--- src/rtl/ram_pkg.sv ---
// ram_pkg: shared FSM encoding, byte-enable and master-index constants for ram_arbiter
package ram_pkg;
   typedef enum logic [1:0] {IDLE = 2'd0, ACCESS = 2'd1, MERGE = 2'd2, DONE = 2'd3} state_e;
   localparam logic [1:0] BE_NONE = 2'b00;
   localparam logic [1:0] BE_LO   = 2'b01;
   localparam logic [1:0] BE_HI   = 2'b10;
   localparam logic [1:0] BE_WORD = 2'b11;
   localparam logic M0 = 1'b0;
   localparam logic M1 = 1'b1;
   function automatic logic is_byte(input logic [1:0] be);
      return be == BE_LO || be == BE_HI;
   endfunction
endpackage

--- src/rtl/rr_arb2.sv ---
// rr_arb2: two-way picker, round-robin on ties unless fixed priority selects m0
// Ports: req0_i/req1_i requests, mask_i drops a request, fixed_prio_i forces m0 on ties,
//        ptr_i last-granted master, gnt_o one-hot grant, ptr_o pointer after this grant.
module rr_arb2
   import ram_pkg::*;
(
   input  logic       req0_i,
   input  logic       req1_i,
   input  logic [1:0] mask_i,
   input  logic       fixed_prio_i,
   input  logic       ptr_i,
   output logic [1:0] gnt_o,
   output logic       ptr_o
);
   logic r0, r1, pick1;
   always_comb begin
      r0    = req0_i & ~mask_i[0];
      r1    = req1_i & ~mask_i[1];
      // m1 wins alone, or on a tie when m0 was granted last
      pick1 = r1 & (~r0 | (~fixed_prio_i & (ptr_i == M0)));
      gnt_o = {pick1, r0 & ~pick1};
      ptr_o = (r0 | r1) ? pick1 : ptr_i;
   end
endmodule

--- src/rtl/ram_arbiter.sv ---
// ram_arbiter: two-master req/ack access controller for a single-port 16-bit word RAM
// Ports: m0_*/m1_* requester buses (req, addr, we, be, wdata in; ack, rdata out),
//        ram_addr/ram_wdata/ram_be/ram_we registered RAM pins, ram_rdata RAM data (1-cycle latency).
// Parameter FIXED_PRIO: 0 round-robin, 1 m0 always wins ties.
// Macro RAM_ARB_RMW_EN: byte writes become a read-merge-write so the RAM only sees word writes.
module ram_arbiter
   import ram_pkg::*;
#(
   parameter bit FIXED_PRIO = 1'b0
) (
   input  logic        clk,
   input  logic        reset_n,
   input  logic        m0_req,
   input  logic        m1_req,
   input  logic [15:0] m0_addr,
   input  logic [15:0] m1_addr,
   input  logic        m0_we,
   input  logic        m1_we,
   input  logic [1:0]  m0_be,
   input  logic [1:0]  m1_be,
   input  logic [15:0] m0_wdata,
   input  logic [15:0] m1_wdata,
   output logic        m0_ack,
   output logic        m1_ack,
   output logic [15:0] m0_rdata,
   output logic [15:0] m1_rdata,
   output logic [15:0] ram_addr,
   output logic [15:0] ram_wdata,
   output logic [1:0]  ram_be,
   output logic        ram_we,
   input  logic [15:0] ram_rdata
);
   state_e      state_q, state_d;
   logic [15:0] ram_addr_q, ram_addr_d, ram_wdata_q, ram_wdata_d;
   logic [1:0]  ram_be_q, ram_be_d, gnt, mask, s_be;
   logic        ram_we_q, ram_we_d, win_q, win_d, ptr_q, ptr_d, ptr_nxt, s_we;
   logic [15:0] s_addr, s_wdata;
   // the master just served cannot be re-granted straight from DONE
   assign mask = (state_q == DONE) ? ((win_q == M1) ? 2'b10 : 2'b01) : 2'b00;
   rr_arb2 u_arb (
      .req0_i      (m0_req),
      .req1_i      (m1_req),
      .mask_i      (mask),
      .fixed_prio_i(FIXED_PRIO),
      .ptr_i       (ptr_q),
      .gnt_o       (gnt),
      .ptr_o       (ptr_nxt)
   );
   assign s_we    = gnt[1] ? m1_we    : m0_we;
   assign s_be    = gnt[1] ? m1_be    : m0_be;
   assign s_addr  = gnt[1] ? m1_addr  : m0_addr;
   assign s_wdata = gnt[1] ? m1_wdata : m0_wdata;
`ifdef RAM_ARB_RMW_EN
   logic        w_we;
   logic [1:0]  w_be;
   logic [15:0] w_wdata;
   // requester fields stay stable until ack, so the winner's bus is read directly
   assign w_we    = (win_q == M1) ? m1_we    : m0_we;
   assign w_be    = (win_q == M1) ? m1_be    : m0_be;
   assign w_wdata = (win_q == M1) ? m1_wdata : m0_wdata;
`endif
   always_ff @(posedge clk or negedge reset_n) begin
      if (!reset_n) begin
         state_q     <= IDLE;
         ram_addr_q  <= '0;
         ram_wdata_q <= '0;
         ram_be_q    <= BE_WORD;
         ram_we_q    <= 1'b0;
         win_q       <= M0;
         ptr_q       <= M1;
      end else begin
         state_q     <= state_d;
         ram_addr_q  <= ram_addr_d;
         ram_wdata_q <= ram_wdata_d;
         ram_be_q    <= ram_be_d;
         ram_we_q    <= ram_we_d;
         win_q       <= win_d;
         ptr_q       <= ptr_d;
      end
   end
   always_comb begin
      state_d     = state_q;
      ram_addr_d  = ram_addr_q;
      ram_wdata_d = ram_wdata_q;
      ram_be_d    = ram_be_q;
      ram_we_d    = 1'b0;
      win_d       = win_q;
      ptr_d       = ptr_q;
      case (state_q)
         IDLE, DONE: begin
            state_d = (|gnt) ? ACCESS : IDLE;
            if (|gnt) begin
               win_d       = gnt[1];
               ptr_d       = ptr_nxt;
               ram_addr_d  = s_addr;
               ram_wdata_d = s_wdata;
               ram_be_d    = s_be;
               ram_we_d    = s_we && (s_be != BE_NONE);
`ifdef RAM_ARB_RMW_EN
               // a byte write first reads the whole word
               if (s_we && is_byte(s_be)) begin
                  ram_be_d = BE_WORD;
                  ram_we_d = 1'b0;
               end
`endif
            end
         end
`ifdef RAM_ARB_RMW_EN
         ACCESS: state_d = (w_we && is_byte(w_be)) ? MERGE : DONE;
         MERGE: begin
            state_d     = DONE;
            ram_we_d    = 1'b1;
            ram_be_d    = BE_WORD;
            ram_wdata_d = (w_be == BE_LO) ? {ram_rdata[15:8], w_wdata[7:0]}
                                          : {w_wdata[15:8], ram_rdata[7:0]};
         end
`else
         ACCESS: state_d = DONE;
`endif
         default: state_d = IDLE;
      endcase
   end
   always_comb begin
      m0_ack   = (state_q == DONE) && (win_q == M0);
      m1_ack   = (state_q == DONE) && (win_q == M1);
      m0_rdata = m0_ack ? ram_rdata : '0;
      m1_rdata = m1_ack ? ram_rdata : '0;
   end
   assign ram_addr  = ram_addr_q;
   assign ram_wdata = ram_wdata_q;
   assign ram_be    = ram_be_q;
   assign ram_we    = ram_we_q;
endmodule

--- config.mk ---
export PLATFORM = sky130hd
export DESIGN_NAME = ram_arbiter
export DESIGN_NICKNAME = d
export VERILOG_FILES = /design/src/rtl/ram_pkg.sv /design/src/rtl/rr_arb2.sv /design/src/rtl/ram_arbiter.sv
export SDC_FILE = /design/constraint.sdc
export NUM_CORES = 1
export LEC_CHECK = 0
export CORE_MARGIN = 5
export CORE_UTILIZATION = 25
export CTS_BUF_LIST = sky130_fd_sc_hd__clkbuf_2 sky130_fd_sc_hd__clkbuf_4 sky130_fd_sc_hd__clkbuf_8
export DETAILED_ROUTE_END_ITERATION = 8
export SLEW_MARGIN = 20
export SYNTH_ARGS = -nofsm -noshare
export SYNTH_HDL_FRONTEND = slang
export SYNTH_HIERARCHICAL = 1
export SYNTH_SLANG_ARGS = --single-unit
--- constraint.sdc ---
create_clock -name clk -period 2.6 [get_ports clk]
set_input_delay 0.78 -clock clk [delete_from_list [all_inputs] [get_ports clk]]
set_output_delay 0.78 -clock clk [all_outputs]
set_load 0.05 [all_outputs]
After elaboration in Yosys (flattened, before gate mapping) --
Cells that the tools add are included.
Storage, ports and cells: flip-flop bits (word level) 39, input bits 90, output and inout bits 69
Operators by class: eq/ne operators 2, multiplexer cells 12, bitwise operators 12, reductions and logical operators 9
Operator list (count):
- 2-to-1 mux 16 bit | 4
- 2-to-1 mux 2 bit | 3
- inverter 1 bit | 6
- AND 1 bit | 4
- 2-to-1 mux 1 bit | 4
- case mux 2 bit (2 select lines) | 1
- OR reduction 2 bit | 2
- logical AND 1 bit | 3
- AND reduction 3 bit | 1
- equality test 2 x 1 -> 1 bit (second input constant) | 1
- equality test 2 bit (second input constant) | 1
- logical NOT 2 bit | 1
- bitwise OR 1 bit | 2
- AND reduction 2 bit | 1
- nonzero test 2 bit | 1

Depth between registers and ports, before layout --
depth after elaboration 12, mapped depth 11, mapped depth without buffers 7

By module --
The synthesis kept the hierarchy.
By module, submodules not included:
- ram_arbiter | instances 1, cells each 205, area an instance 2185.8 µm², sequential area each 979.7 µm²
- rr_arb2 | instances 1, cells each 8, area an instance 55.1 µm², sequential area each 0.0 µm²

Worst setup path before layout --
Ideal clock, no wire load.
kind register to output, start reg state_q[0], end out m0_rdata[10], data arrival time 1591 ps, slack 229 ps, stages on the path, launching flop included 5, cell sequence dfrtp_1 ha_1 nor2b_4 buf_2 and2_1
Between the ends: longest elaborated chain between the ends 3
Ends and longest elaborated chain:
- start, declared | line ram_arbiter.sv:33 | state_e state_q, state_d;
- start signal, assigned | line ram_arbiter.sv:72 | state_q <= state_d;
- equality test 2 bit | line ram_arbiter.sv:124 | m0_ack = (state_q == DONE) && (win_q == M0);
- logical AND 1 bit | line ram_arbiter.sv:124
- named net m0_ack | line ram_arbiter.sv:23 | output logic m0_ack,
- 2-to-1 mux 16 bit | line ram_arbiter.sv:126 | m0_rdata = m0_ack ? ram_rdata : '0;
- end, declared | line ram_arbiter.sv:25 | output logic [15:0] m0_rdata,
The timed path passes the listed nets, and every way through them passes these cells.

Worst setup path after layout --
start reg state_q[0], end out m0_rdata[2]
Between the ends: longest elaborated chain between the ends 3
Ends and longest elaborated chain (line):
- equality test 2 bit | ram_arbiter.sv:124
- logical AND 1 bit | ram_arbiter.sv:124
- 2-to-1 mux 16 bit | ram_arbiter.sv:126
Every way passes these cells.

==> run_results.csv <==
group,metric,value,unit
timing,timing.hold.ws,0.382,ns
logic_synthesis,ys_ff_latch,39,
logic_synthesis,ys_warn_count,6,
logic_synthesis,async_reset_ff_share,100,%
finish,drive_gt1_share,24.2,%
run_status,status,"completed",
timing,fin_skew,0.00399,ns
die,die_w,105,um
finish,nNetsFinal,468,
clock_network,clk_latency,0.28,ns
clock_network,clockRootBuffer,"clkbuf_8",
clock_network,cts-buffers-inserted,5,
logic_synthesis,synth-edff-count,0,
finish,layout_common_cells,"clkdlybuf4s50_1, buf_12, dfrtp_1, nand2_1, mux2i_1",
route,route.detailed.drc,0,
route,wire_per_inst,14.1,um
logic_synthesis,yosys.area_share.simple,16.5,%
setup_path,start_kind,"flop",
clock_network,cts_num_sinks,39,
clock_network,cts_resized,0,
route,viasPerCell,4.17,
logic_synthesis,synth-compound-area-share,15.6,%
logic_synthesis,synth_nets,306,
setup_path,worst-setup-path-type,"reg2out",
route,vias,2018,
finish,diodes,0,
finish,final_common_cell,"clkdlybuf4s50_1",
power,irDropWorstVdd,0.000575,V
clock_network,cts_tree,"built",
place,place_congestion,0.698,
timing,timing.slew.headroom,64.1,%
die,core_area,8720,um2
logic_synthesis,seq_area_frac_synth,43.7,%
finish,layout.cells.non_filler,484,
finish,syn2layout_area_growth,96.7,%
timing,fin_setup_tns,0,ns
route,routed_wl,6.82,mm
setup_path,endpoint_kind,"primary output",
route,firstDrtPassIters,3,
setup_path,ff2ff_path_depth,9,
place,io_buffers,158,
grt,grtUsageTotal,12.2,%
logic_synthesis,synthXorXnorAreaFrac,0,%
logic_synthesis,synth_fa_ha_area_share,1.68,%
finish,stdcell_area,4410,um2
place,placement.cell_area,4260,um2
worst_hold_path,hold_path.class,"in2async",
clock_network,htree_num_levels,2,
die,fp-row-count,34,
timing,timing_hold_violations_final,0,
timing,final_max_slew_viol_count,0,
timing,rsz0062_at_grt,"false",
logic_synthesis,syn_inst,213,
grt,antenna_found_initial,0,
logic_synthesis,syn_avg_cell_area,10.5,um2
setup_path,cp.arrival,1.65,ns
grt,grt_start_max_net_pins,35,
flow_run,maxCapViolations,0,
power,p_leak,1.90,nW
timing,post-route-min-period,2.43,ns
die,die_area,11000,um2
place,dpl.cell_count,474,
grt,grt_pass1_wl,11.0,mm
setup_path,crit_required,1.82,ns
place,dpl.hpwl,5.76,mm
timing,timing.fmax,411,MHz
logic_synthesis,ys.flop_type,"dfrtp_1",
die,die_h,105,um
die,io_pins,159,
clock_network,clock_tree.buffer_depth,2,
setup_path,path_max_fanout,18,
die,start_util,25.7,%
logic_synthesis,synth_cell_types,29,
grt,first_global_vias,2128,
route,drtIter0Drc,34,
logic_synthesis,synth_top_family_by_area,"simple AND/OR/NAND/NOR gates",
route,ant_nets,0,
logic_synthesis,syn_area,2240,um2
power,p_per_area,1160,nW/um2
timing,tightest_slew,0.537,ns
grt,grt_overflow_total,0,
logic_synthesis,synth_mux_area_share,15.7,%
timing,period_share,93.5,%
timing,setup-violations-final,0,
clock_network,cts.clk_slew.worst_paths,0.08,ns
[metal layers]
metal | up-vias | track usage [%] | share of wire, %
li1 | 1062 | - | -
met1 | 882 | 14.0 | 40
met2 | 72 | 21.9 | 53
met3 | 2 | 4.32 | 7.2
met4 | 0 | 2.74 | 0.65
met5 | - | 0 | 0
[metrics by stage]
stage	utilization, %	setup slack, ns	total power, mW
after CTS	50.2	0.0115	5.16
after detailed placement	48.9	0.115	4.62
after floorplan	-	0.229	3.39
after global routing	50.5	0.0423	5.41
final	50.5	0.170	5.09
after global placement	48.9	0.191	4.58
[synth_stat cells, types with 2 or more instances]
| cell type | n | share of area [%] |
|---|---|---|
| buf_12 | 3 | 2.7 |
| clkbuf_1 | 2 | 0.34 |
| mux2i_1 | 34 | 15 |
| nand2_1 | 35 | 5.9 |
| o211ai_1 | 2 | 0.67 |
| dfrtp_1 | 36 | 40 |
| ha_1 | 3 | 1.7 |
| and3_1 | 16 | 4.5 |
| buf_2 | 7 | 1.6 |
| and2_1 | 17 | 4.7 |
| dfstp_2 | 3 | 3.5 |
| a21oi_1 | 2 | 0.45 |
| inv_1 | 4 | 0.67 |
| buf_4 | 2 | 0.67 |
| o21ai_2 | 27 | 11 |
| o21ai_1 | 7 | 1.6 |
[kinds of logic after synthesis]
kind of cell,count (synthesis)
flops,39
simple gates,72
mux,35
buf+inv,20
compound gates,43
other cells,1
fa+ha+maj,3
[final cells by class]
type                    count  area (um2)
well taps                 108         135
fillers                   790        4310
repair buffers            170        2030
clock inverters             2        35.0
flip-flops and latches     39         980
inverters                   5        18.8
multi-input cells         154        1120
clock buffers               6        82.6
[registers in the layout (all words and copies together), names as in the netlist]
signal	cells
ptr_q	1
ram_addr	16
ram_be	2
ram_wdata	16
ram_we	1
state_q	2
win_q	1
[power breakdown]
part	switching [mW]	internal, mW	total, mW
clock network	0.208	0.311	0.518
logic	2.13	1.35	3.48
registers	0.160	0.930	1.09
[repair_timing]
action / CTS / global route
hold buffers: 0 / 0
setup endpoints to repair: 0 / 16
setup buffers: 0 / 2
[final timing paths]
check,startpoint,end,slack [ns]
max,state_q[0],m0_rdata[2],0.17
min,reset_n,ram_addr[13],0.38
max reg2reg,state_q[0],ram_wdata[14],0.36
min reg2reg,ram_be[0],ram_be[0],0.47
max in group asynchronous,reset_n,ptr_q,1.64
min in group clk,ram_be[0],ram_be[0],0.47
[critical path: stages (launching register included)]
cell and delay (ns):
dfrtp_1 0.39, ha_1 0.29, nor2b_4 0.21, buf_12 0.14, and2_1 0.18, buf_12 0.15
Power figures use the tool's default switching activity.
